<file path="config.mk">
export PLATFORM = sky130hd
export DESIGN_NAME = fetch_stage_flat
export DESIGN_NICKNAME = d
export VERILOG_FILES = /design/src/rtl/fetch_stage_if.sv /design/src/rtl/fetch_stage.sv /design/src/flat_wrapper.sv
export SDC_FILE = /design/constraint.sdc
export NUM_CORES = 1
export LEC_CHECK = 0
export BUFFER_PORTS_ARGS = -buffer_cell sky130_fd_sc_hd__buf_4
export CELL_PAD_IN_SITES_DETAIL_PLACEMENT = 1
export CELL_PAD_IN_SITES_GLOBAL_PLACEMENT = 1
export CORE_AREA = 2 2 149 151
export CTS_CLUSTER_DIAMETER = 120
export DETAILED_ROUTE_END_ITERATION = 8
export DIE_AREA = 0 0 151 153
export HOLD_SLACK_MARGIN = 0.1
export PLACE_DENSITY = 0.76
export SETUP_SLACK_MARGIN = 0.02
export SLEW_MARGIN = 20
export SYNTH_ARGS = -nofsm -noshare
export SYNTH_HDL_FRONTEND = slang
export SYNTH_SLANG_ARGS = --single-unit
</file>
<file path="constraint.sdc">
create_clock -name clk -period 2.3 [get_ports clk]
set_input_delay 0.115 -clock clk [delete_from_list [all_inputs] [get_ports clk]]
set_output_delay 0.115 -clock clk [all_outputs]
set_load 0.01 [all_outputs]
</file>
<file path="src/rtl/fetch_stage_if.sv">
// ---------------------------------------------------------------------------
// fetch_stage_if
// Bundles the signals between the fetch stage, the pipeline controller, the
// instruction cache and decode. Signal suffixes are written from the point of
// view of the fetch stage (_i = into fetch, _o = out of fetch).
//
//   pcSel_i       2   next-PC select: 0=PLUS4, 1=ALU redirect, 2=JAL, 3=PLUS4
//   aluTarget_i   32  redirect target from the X-stage ALU
//   jalTarget_i   32  jump target computed in I
//   instKill_i    1   squash the instruction presented this cycle
//   stall_i       1   downstream hold request
//   icacheRe_o    1   ICache read enable
//   icacheAddr_o  32  ICache read address (next fetch PC)
//   icacheDout_i  32  ICache read data, one cycle after the address
//   icacheValid_i 1   ICache data valid (0 = miss / not ready)
//   inst_o        32  instruction to decode
//   instPc_o      32  PC of inst_o
//   instValid_o   1   inst_o is a real, non-squashed instruction
//   fetchCnt_o    32  cycles with a valid, non-stalled instruction
//   bubbleCnt_o   32  cycles without a valid instruction (after boot)
//
// Modports: slave = the fetch stage, master = controller/cache/decode side.
// ---------------------------------------------------------------------------
interface fetch_stage_if;
  logic [1:0]  pcSel_i;
  logic [31:0] aluTarget_i;
  logic [31:0] jalTarget_i;
  logic        instKill_i;
  logic        stall_i;
  logic        icacheRe_o;
  logic [31:0] icacheAddr_o;
  logic [31:0] icacheDout_i;
  logic        icacheValid_i;
  logic [31:0] inst_o;
  logic [31:0] instPc_o;
  logic        instValid_o;
  logic [31:0] fetchCnt_o;
  logic [31:0] bubbleCnt_o;

  modport slave (
    input  pcSel_i, aluTarget_i, jalTarget_i, instKill_i, stall_i,
           icacheDout_i, icacheValid_i,
    output icacheRe_o, icacheAddr_o, inst_o, instPc_o, instValid_o,
           fetchCnt_o, bubbleCnt_o
  );

  modport master (
    output pcSel_i, aluTarget_i, jalTarget_i, instKill_i, stall_i,
           icacheDout_i, icacheValid_i,
    input  icacheRe_o, icacheAddr_o, inst_o, instPc_o, instValid_o,
           fetchCnt_o, bubbleCnt_o
  );
endinterface

</file>
<file path="src/rtl/fetch_stage.sv">
// ---------------------------------------------------------------------------
// fetch_stage
// Instruction-fetch stage of the 3-stage Riscv151 pipeline. Owns the fetch PC,
// drives the synchronous (1-cycle latency) ICache and presents each returned
// instruction together with its PC to decode. Handles stalls (holding the
// presented instruction), cache misses (re-reading the same PC), ALU redirects
// (squashing the presented instruction) and JAL redirects, and keeps fetch and
// bubble counters for the CSR file.
//
// Ports
//   clk    1   clock, all state updates on the rising edge
//   rst_n  1   asynchronous reset, active low
//   bus        fetch_stage_if.slave (see fetch_stage_if.sv for signals)
// ---------------------------------------------------------------------------
module fetch_stage #(
  parameter logic [31:0] RESET_PC = 32'h0000_2000,
  parameter logic [31:0] NOP_INST = 32'h0000_0013
) (
  input  logic         clk,
  input  logic         rst_n,
  fetch_stage_if.slave bus
);

  typedef enum logic [1:0] {S_BOOT, S_RUN, S_WAIT} state_t;

  state_t      state_q, state_d;
  logic [31:0] pcF_q, pcF_d;
  logic [31:0] holdInst_q, holdInst_d;
  logic        holdValid_q, holdValid_d;
  logic        kill_q, kill_d;
  logic [31:0] fetchCnt_q, fetchCnt_d;
  logic [31:0] bubbleCnt_q, bubbleCnt_d;

  logic        booting;
  logic        redirect;
  logic        waitData;
  logic        instValid;
  logic [31:0] nextPc;

  // Next fetch PC and the validity of the instruction presented this cycle.
  // An ALU redirect outranks a stall or miss because the presented instruction
  // is on the wrong path anyway; a JAL only applies once the current
  // instruction has actually been accepted.
  always_comb begin
    booting  = (state_q == S_BOOT);
    redirect = !booting && (bus.pcSel_i == 2'd1);
    waitData = bus.stall_i || !bus.icacheValid_i;

    if (booting)                    nextPc = RESET_PC;
    else if (redirect)              nextPc = bus.aluTarget_i;
    else if (waitData)              nextPc = pcF_q;
    else if (bus.pcSel_i == 2'd2)   nextPc = bus.jalTarget_i;
    else                            nextPc = pcF_q + 32'd4;

    instValid = !booting && bus.icacheValid_i && !bus.instKill_i &&
                !redirect && !kill_q;
  end

  // Next-state values for the FSM, the stall hold register, the sticky kill
  // flag and the performance counters.
  always_comb begin
    state_d = waitData && !booting ? S_WAIT : S_RUN;
    pcF_d   = nextPc;

    // The BRAM output is not guaranteed stable while stalled, so the first
    // valid word seen during a stall is captured and replayed until release.
    // A redirect discards it because the held word belongs to the old path.
    holdValid_d = holdValid_q;
    holdInst_d  = holdInst_q;
    if (booting || redirect || !bus.stall_i) begin
      holdValid_d = 1'b0;
    end else if (!holdValid_q && bus.icacheValid_i) begin
      holdValid_d = 1'b1;
      holdInst_d  = bus.icacheDout_i;
    end

    // A kill that arrives during a stall must survive the stall, otherwise
    // the held instruction would reappear as valid on the next cycle. The
    // redirect case clears it since the held instruction is replaced.
    kill_d = kill_q;
    if (booting || redirect || !bus.stall_i) begin
      kill_d = 1'b0;
    end else if (bus.instKill_i) begin
      kill_d = 1'b1;
    end

    fetchCnt_d  = fetchCnt_q + {31'd0, (instValid && !bus.stall_i)};
    bubbleCnt_d = bubbleCnt_q + {31'd0, (!instValid && !booting)};
  end

  // State registers; reset returns everything to the boot condition at once.
  always_ff @(posedge clk or negedge rst_n) begin
    if (!rst_n) begin
      state_q     <= S_BOOT;
      pcF_q       <= RESET_PC;
      holdInst_q  <= NOP_INST;
      holdValid_q <= 1'b0;
      kill_q      <= 1'b0;
      fetchCnt_q  <= 32'd0;
      bubbleCnt_q <= 32'd0;
    end else begin
      state_q     <= state_d;
      pcF_q       <= pcF_d;
      holdInst_q  <= holdInst_d;
      holdValid_q <= holdValid_d;
      kill_q      <= kill_d;
      fetchCnt_q  <= fetchCnt_d;
      bubbleCnt_q <= bubbleCnt_d;
    end
  end

  // The cache is read every cycle outside reset; a miss simply re-reads.
  assign bus.icacheRe_o   = rst_n;
  assign bus.icacheAddr_o = nextPc;
  assign bus.instPc_o     = pcF_q;
  assign bus.instValid_o  = instValid;
  assign bus.inst_o       = !instValid   ? NOP_INST :
                            holdValid_q  ? holdInst_q : bus.icacheDout_i;
  assign bus.fetchCnt_o   = fetchCnt_q;
  assign bus.bubbleCnt_o  = bubbleCnt_q;

endmodule
</file>
<file path="src/flat_wrapper.sv">
// flat-port wrapper written by rule: the top's interface ports become plain ports
module fetch_stage_flat 
#(
  parameter logic [31:0] RESET_PC = 32'h0000_2000,
  parameter logic [31:0] NOP_INST = 32'h0000_0013
)
  (clk, rst_n, bus_pcSel_i, bus_aluTarget_i, bus_jalTarget_i, bus_instKill_i, bus_stall_i, bus_icacheDout_i, bus_icacheValid_i, bus_icacheRe_o, bus_icacheAddr_o, bus_inst_o, bus_instPc_o, bus_instValid_o, bus_fetchCnt_o, bus_bubbleCnt_o);
  fetch_stage_if bus_i ();
  input  logic clk;
  input  logic rst_n;
  input wire logic [$bits(bus_i.pcSel_i)-1:0] bus_pcSel_i;
  input wire logic [$bits(bus_i.aluTarget_i)-1:0] bus_aluTarget_i;
  input wire logic [$bits(bus_i.jalTarget_i)-1:0] bus_jalTarget_i;
  input wire logic [$bits(bus_i.instKill_i)-1:0] bus_instKill_i;
  input wire logic [$bits(bus_i.stall_i)-1:0] bus_stall_i;
  input wire logic [$bits(bus_i.icacheDout_i)-1:0] bus_icacheDout_i;
  input wire logic [$bits(bus_i.icacheValid_i)-1:0] bus_icacheValid_i;
  output wire logic [$bits(bus_i.icacheRe_o)-1:0] bus_icacheRe_o;
  output wire logic [$bits(bus_i.icacheAddr_o)-1:0] bus_icacheAddr_o;
  output wire logic [$bits(bus_i.inst_o)-1:0] bus_inst_o;
  output wire logic [$bits(bus_i.instPc_o)-1:0] bus_instPc_o;
  output wire logic [$bits(bus_i.instValid_o)-1:0] bus_instValid_o;
  output wire logic [$bits(bus_i.fetchCnt_o)-1:0] bus_fetchCnt_o;
  output wire logic [$bits(bus_i.bubbleCnt_o)-1:0] bus_bubbleCnt_o;
  assign bus_i.pcSel_i = bus_pcSel_i;
  assign bus_i.aluTarget_i = bus_aluTarget_i;
  assign bus_i.jalTarget_i = bus_jalTarget_i;
  assign bus_i.instKill_i = bus_instKill_i;
  assign bus_i.stall_i = bus_stall_i;
  assign bus_i.icacheDout_i = bus_icacheDout_i;
  assign bus_i.icacheValid_i = bus_icacheValid_i;
  assign bus_icacheRe_o = bus_i.icacheRe_o;
  assign bus_icacheAddr_o = bus_i.icacheAddr_o;
  assign bus_inst_o = bus_i.inst_o;
  assign bus_instPc_o = bus_i.instPc_o;
  assign bus_instValid_o = bus_i.instValid_o;
  assign bus_fetchCnt_o = bus_i.fetchCnt_o;
  assign bus_bubbleCnt_o = bus_i.bubbleCnt_o;
  fetch_stage #(.RESET_PC(RESET_PC), .NOP_INST(NOP_INST)) u_core (.clk(clk), .rst_n(rst_n), .bus(bus_i));
endmodule
</file>
==> results of run 1 <==
per-stage QoR:
| stage | setup slack [ps] | instances | cell area [µm²] | hold slack [ps] |
|---|---|---|---|---|
| finish | -137 | 1438 | 12000 | 117 |
| global route | -211 | 1437 | 12000 | 118 |
| CTS | -58.2 | 1415 | 11500 | 108 |
| detailed placement | -92.4 | 1291 | 9820 | 114 |
| global placement | -46.7 | 1291 | 9820 | 112 |
| floorplan | 20.5 | 727 | 7210 | -181 |
state kept, by name, indices dropped and copies added, names as in the netlist:
register                cells
u_core.bus.fetchCnt_o      32
u_core.kill_q               1
u_core.holdInst_q          32
u_core.state_q              2
u_core.bus.instPc_o        32
u_core.holdValid_q          1
u_core.bus.bubbleCnt_o     32
worst min path at each step:
stage / startpoint / to / cells after the start
floorplan: rst_n / u_core.bus.bubbleCnt_o[0] / 0
global placement: rst_n / u_core.holdInst_q[18] / 1
global route: bus_jalTarget_i[13] / u_core.bus.instPc_o[13] / 3
detailed placement: rst_n / u_core.holdInst_q[17] / 1
finish: bus_jalTarget_i[13] / u_core.bus.instPc_o[13] / 3
CTS: bus_jalTarget_i[13] / u_core.bus.instPc_o[13] / 3
worst max-delay path, stage by stage, from the launching register on:
cell and delay [ps]:
dfrtp_2 420, buf_6 120, and4_4 230, nand3_4 130, or4_1 510, and3_4 200, o21ai_4 140, buf_6 140
power by group:
part           total (W)  leakage (nW)  switching (W)  internal [W]
Combinational    0.00256          3.66        0.00122       0.00135
Sequential       0.00314          1.67       0.000413       0.00272
Clock            0.00268         0.265        0.00114       0.00154
cells in the mapped netlist, types with 3 or more instances:
library cell	instances	area (µm²)
o31ai_1	3	22.5
mux2_2	33	372
nand4_2	4	50.1
a31oi_1	4	25.0
buf_4	4	30.0
inv_1	12	45.0
a32oi_1	4	35.0
o22ai_1	5	31.3
nand2b_1	3	18.8
nor2_1	92	345
a211oi_1	6	45.0
and2_1	3	18.8
buf_2	9	45.0
nand4_1	17	106
and3_1	18	113
clkbuf_1	20	75.1
o211ai_1	5	37.5
nor4_1	5	31.3
a221oi_1	5	43.8
nand3_1	42	210
a311oi_1	3	26.3
mux2i_1	37	370
o21ai_0	25	125
o31a_1	4	35.0
xor2_1	19	166
nor3_1	19	95.1
buf_1	4	15.0
and4_4	3	33.8
nor2b_1	3	18.8
nand2_1	63	236
ha_1	5	62.6
o221ai_1	7	61.3
dfstp_2	4	105
a21oi_1	17	85.1
and4_1	5	43.8
dfrtp_1	128	3200
xnor2_1	43	377
kinds of logic after synthesis:
family | count (synthesis)
flip-flops | 132
adder cells (fa/ha/maj) | 5
buffers and inverters | 51
XOR/XNOR | 62
multiplexers | 70
AND/OR/NAND/NOR | 296
AO/OA/AOI/OAI | 111
area by class of cell:
type                    instances  area [µm²]  area share
diodes                          1        2.50    0.000209
flip-flops and latches        132        3320       0.278
clock inverters                12         118     0.00983
well taps                     280         350      0.0293
clock buffers                  20         447      0.0373
repair buffers                436        3530       0.295
inverters                      12        45.0     0.00376
multi-input cells             545        4160       0.347
repair_timing:
item                                    4_1_cts  5_1_grt
cloned                                        1        0
buffers inserted                             24       23
gates resized for setup                      63       67
pin swaps                                    27       35
endpoints found under the setup margin       36       63
hold endpoints to repair                    105        0
hold buffers                                 67        0
metal layers:
metal / track usage / wire (µm) / vias to the layer above
met1: 0.312 / 11900 / 3854
met2: 0.436 / 15300 / 289
li1: - / - / 3470
met4: 0.0939 / 980 / 0
met5: 0 / 0 / -
met3: 0.0534 / 1770 / 61
==> results.md, run 1 <==
* Die width at 151 µm
* Worst Setup EP: bus_icacheAddr_o[17]
* Final TNS setup at -742 ps
* Io pins at 265
* Post-DR vias/cell at 5.34
* Post-synthesis mux area share at 0.103
* Critical Path RT at 2180 ps
* Syn_nets at 835
* Main flop type after synthesis: dfrtp_1
* Crit. Startpoint: u_core.bus.instPc_o[2]
* Violated checks: negative setup slack
* Post-synthesis compound-gate area fraction at 0.110
* Maximum fanout along the worst path at 6
* Adder-Cell Fraction of Synth Area at 0.00869
* Worst setup SP type: flip-flop
* Synth Area in XOR/XNOR at 0.0754
* Final wirelength at 30.0 mm
* Largest net degree at the start of global routing at 63
* Final Setup Violations at 12
* Number of fill cells in the layout at 2398
* Yosys warning count at 0
* Slew Limit Fails at 0
* Initial antenna violation count at 1
* Register area share after synthesis at 0.459
* Max-cap violations at 0
* Clk Latency, worst-skew pair at 420 ps
* Initial DRC count at 343
* Core Box Area at 21500 µm²
* Routed len/inst at 20.9 µm
* Chip height at 153 µm
* RSZ-0062 raised after global routing: yes
* F_max at 410 MHz
* TritonCTS buffer count at 17
* Flops & latches, synth at 132
* Final Util at 0.557
* First-pass GRT wire length at 46.0 mm
* Synth-to-Final Area Change at 66.2%
* PD cells at 700 nW/µm²
* Clock slew at reported path FFs at 70 ps
* Lkg Pwr at 5.59 nW
* Final Skew at 12.5 ps
* HP Class: input pin to flip-flop
* Clock buffer depth at 2
* Routability cong. at 0.821
* Initial Util at 0.335
* Post-Synth Simple-Gate Area at 0.212
* DRC viols at 0
* Sink Count at 132
* Final Power at 0.00838 W
* Commonest non-fill, non-tap cell in the layout: buf_4
* Routed Antenna Nets at 0
* Final net count at 1252
* Vias in the first global route at 8258
* Number of cell rows at 54
* Avg Cell Area, Syn at 9.91 µm²
* CTS tree: yes
* Setup CP Type: flip-flop to primary output
* Post-Synthesis Cells at 727
* Max_slew headroom at 0.629
* R2R depth at 7
* DRT Pass-1 Iters at 4
* Worst VDD drop at 0.000491 V
* Overflow after GRT at 0
* Status: complete, but fails checks
* DIE AREA at 23100 µm²
* Worst R2R Start: u_core.bus.instPc_o[13]
* Hold Vio Cnt, Final at 0
* Number of flops mapped to enable cells by yosys at 0
* Post-Syn Area at 7200 µm²
* Worst-Margin Slew at 552 ps
* Total number of vias at 7674
* Reg2reg end: u_core.bus.instPc_o[22]
* Final worst path period share at 1.06
* Worst path arrival time at 2320 ps
* Worst setup EP type: primary output
* Most frequent cells in the layout: buf_4, dfrtp_1, nor2_1
* Share of post-route cells with drive strength above 1 at 0.468
* H-tree depth at 4
* Fin worst setup slack at -137 ps
* Port Buffers at 264
* Final Critical Period at 2440 ps
* Synth cell types at 71
* FF-to-FF setup slack at 100 ps
* GRT Util Overall at 0.254
* HPWL Detailed at 19.4 mm
* Asr flop ratio synth at 1.00
* Root buffer cell: clkbuf_16
* Combinational family with the most area after synthesis: simple AND/OR/NAND/NOR gates
Power figures use the tool's default switching activity.
==> inputs of run 2 (changes only) <==
--- a/config.mk
+++ b/config.mk
@@ -8,10 +8,10 @@
 export BUFFER_PORTS_ARGS = -buffer_cell sky130_fd_sc_hd__buf_4
 export CELL_PAD_IN_SITES_DETAIL_PLACEMENT = 1
 export CELL_PAD_IN_SITES_GLOBAL_PLACEMENT = 1
-export CORE_AREA = 2 2 149 151
+export CORE_AREA = 3 3 150 152
 export CTS_CLUSTER_DIAMETER = 120
 export DETAILED_ROUTE_END_ITERATION = 8
-export DIE_AREA = 0 0 151 153
+export DIE_AREA = 0 0 153 155
 export HOLD_SLACK_MARGIN = 0.1
 export PLACE_DENSITY = 0.76
 export SETUP_SLACK_MARGIN = 0.02
==> run 2 against run 1 <==
The flow still finishes with violations (negative setup slack); total power rose by 1.1%; register-to-register slack got worse by 150 ps; setup slack improved by 22 ps; clock power barely moved; count of clock-buffer cells in the layout fell by 3; design area fell by 0.45%; sequential power barely moved; wire length rose by 4.0%; first-iteration DRC count rose by 21%; largest power group unchanged; highest routed layer unchanged.
==> results.md, run 2 (synthesis results as in run 1) <==
* Status: complete, but fails checks
* Violated checks: negative setup slack
* GRT Util Overall at 0.246
* H-tree depth at 4
* Root buffer cell: clkbuf_16
* Worst VDD drop at 0.000430 V
* F_max at 414 MHz
* Crit path cell chain: buf_4, nand4_1, buf_4, nor2_4, buf_6, o2bb2ai_1, a21oi_1, a22o_1, buf_4
* Final wirelength at 31.2 mm
* Fin Hold WS at 113 ps
* RSZ-0062 raised after global routing: yes
* Sw Share at 0.346
* Final Util at 0.563
* Routed len/inst at 21.9 µm
* Commonest non-fill, non-tap cell in the layout: buf_4
* DRC viols at 0
* Final TNS setup at -720 ps
* P_int at 0.00554 W
* PD cells at 711 nW/µm²
* Worst setup EP type: primary output
* Antenna Cells at 0
* Fin worst setup slack at -115 ps
* First-pass GRT wire length at 46.9 mm
* Sink Count at 132
* Final Power at 0.00847 W
* Share of post-route cells with drive strength above 1 at 0.470
* Max_slew headroom at 0.511
* Initial Util at 0.340
* TritonCTS buffer count at 17
* Slew Limit Fails at 0
* Overflow after GRT at 0
* CTS tree: yes
* Setup Slack @ Placement at -18.0 ps
* Port Buffers at 264
* Total number of vias at 7816
* Setup CP Type: flip-flop to primary output
* Die width at 153 µm
* Final net count at 1246
* Clk Latency, worst-skew pair at 420 ps
* Max-cap violations at 0
* Io pins at 265
* Post-DR vias/cell at 5.48
* Clock network fraction of total power at 0.318
* Worst setup SP type: flip-flop
* Final worst path period share at 1.05
* Largest net degree at the start of global routing at 71
* Critical Path RT at 2180 ps
* Combinational share of power at 0.313
* Number of cell rows at 53
* Flop pwr share at 0.369
* HPWL Detailed at 19.9 mm
* HP Class: input pin to flip-flop
* Clock buffer depth at 2
* Vias in the first global route at 8375
* Routability cong. at 0.861
* Chip height at 155 µm
* Routed Antenna Nets at 0
* Most frequent cells in the layout: buf_4, dfrtp_1, nor2_1
* Final Skew at 10.1 ps
* Core Box Area at 21200 µm²
* Final Critical Period at 2420 ps
* Worst path arrival time at 2300 ps
* Hold Vio Cnt, Final at 0
* DIE AREA at 23700 µm²
* Cell mode on critical path: buf_4
* Clock slew at reported path FFs at 70 ps
* Final Setup Violations at 15
* Slowest stage delay, CP at 390 ps
* DRT Pass-1 Iters at 5
* Buf+Inv Stages, Crit Path at 4
* Worst-Margin Slew at 726 ps
* Switch Pwr at 0.00293 W
* Initial DRC count at 414
* Cell family with most CP delay: buffers and inverters
* Lkg Pwr at 5.56 nW
* Synth-to-Final Area Change at 65.5%
* CP max-delay cell: dfrtp_1
* Maximum fanout along the worst path at 4
* Initial antenna violation count at 0
==> run 2: final timing paths <==
check / startpoint / end / slack, ps / cells after the start
hold / removal: bus_stall_i / u_core.bus.fetchCnt_o[0] / 110 / 3
max in group asynchronous: rst_n / u_core.bus.instPc_o[22] / 1340 / 3
setup / recovery: u_core.bus.instPc_o[4] / bus_icacheAddr_o[11] / -120 / 9
hold reg to reg: u_core.bus.bubbleCnt_o[31] / u_core.bus.bubbleCnt_o[31] / 470 / 1
setup reg to reg: u_core.bus.instPc_o[13] / u_core.bus.instPc_o[22] / -50 / 7
min in group asynchronous: rst_n / u_core.bus.instPc_o[30] / 160 / 2
==> run 2: final cells by class <==
cell class / instances / area (µm²)
clock buffers: 17 / 425
clock inverters: 15 / 139
fillers: 2328 / 9240
inverters: 12 / 47.5
multi-input cells: 544 / 4160
flip-flops and latches: 132 / 3320
well taps: 275 / 344
repair buffers: 431 / 3490
==> run 2: repair_timing <==
action,CTS,global route
cloned,0,0
pin swaps,20,37
endpoints found under the hold margin,183,0
setup buffers,28,23
endpoints found under the setup margin,27,55
hold buffers,64,0
resized for setup,61,64
==> run 2: per-stage QoR <==
step / area (µm²) / std cells
global placement: 9790 / 1279
global route: 11900 / 1426
floorplan: 7210 / 727
CTS: 11500 / 1403
detailed placement: 9790 / 1279
finish: 11900 / 1426
==> run 2: tightest hold or removal path, stage by stage <==
cell    delay [ps]
buf_4          140
nor2_4         110
ha_4           130
==> run 2: power by group through the flow <==
stage | Combinational, W | Sequential [W] | Clock (W)
after floorplan | 0.000881 | 0.00314 | 0
after global placement | 0.00208 | 0.00310 | 0
after detailed placement | 0.00212 | 0.00313 | 0
after CTS | 0.00246 | 0.00308 | 0.00273
after global routing | 0.00285 | 0.00317 | 0.00284
final | 0.00266 | 0.00312 | 0.00269
==> run 2: per-layer routing <==
layer,GRT usage,vias up,wire (µm)
met5,0,-,0
met4,0.0815,0,839
met3,0.0570,61,2050
met2,0.434,326,16200
met1,0.297,3969,12100
li1,-,3460,-
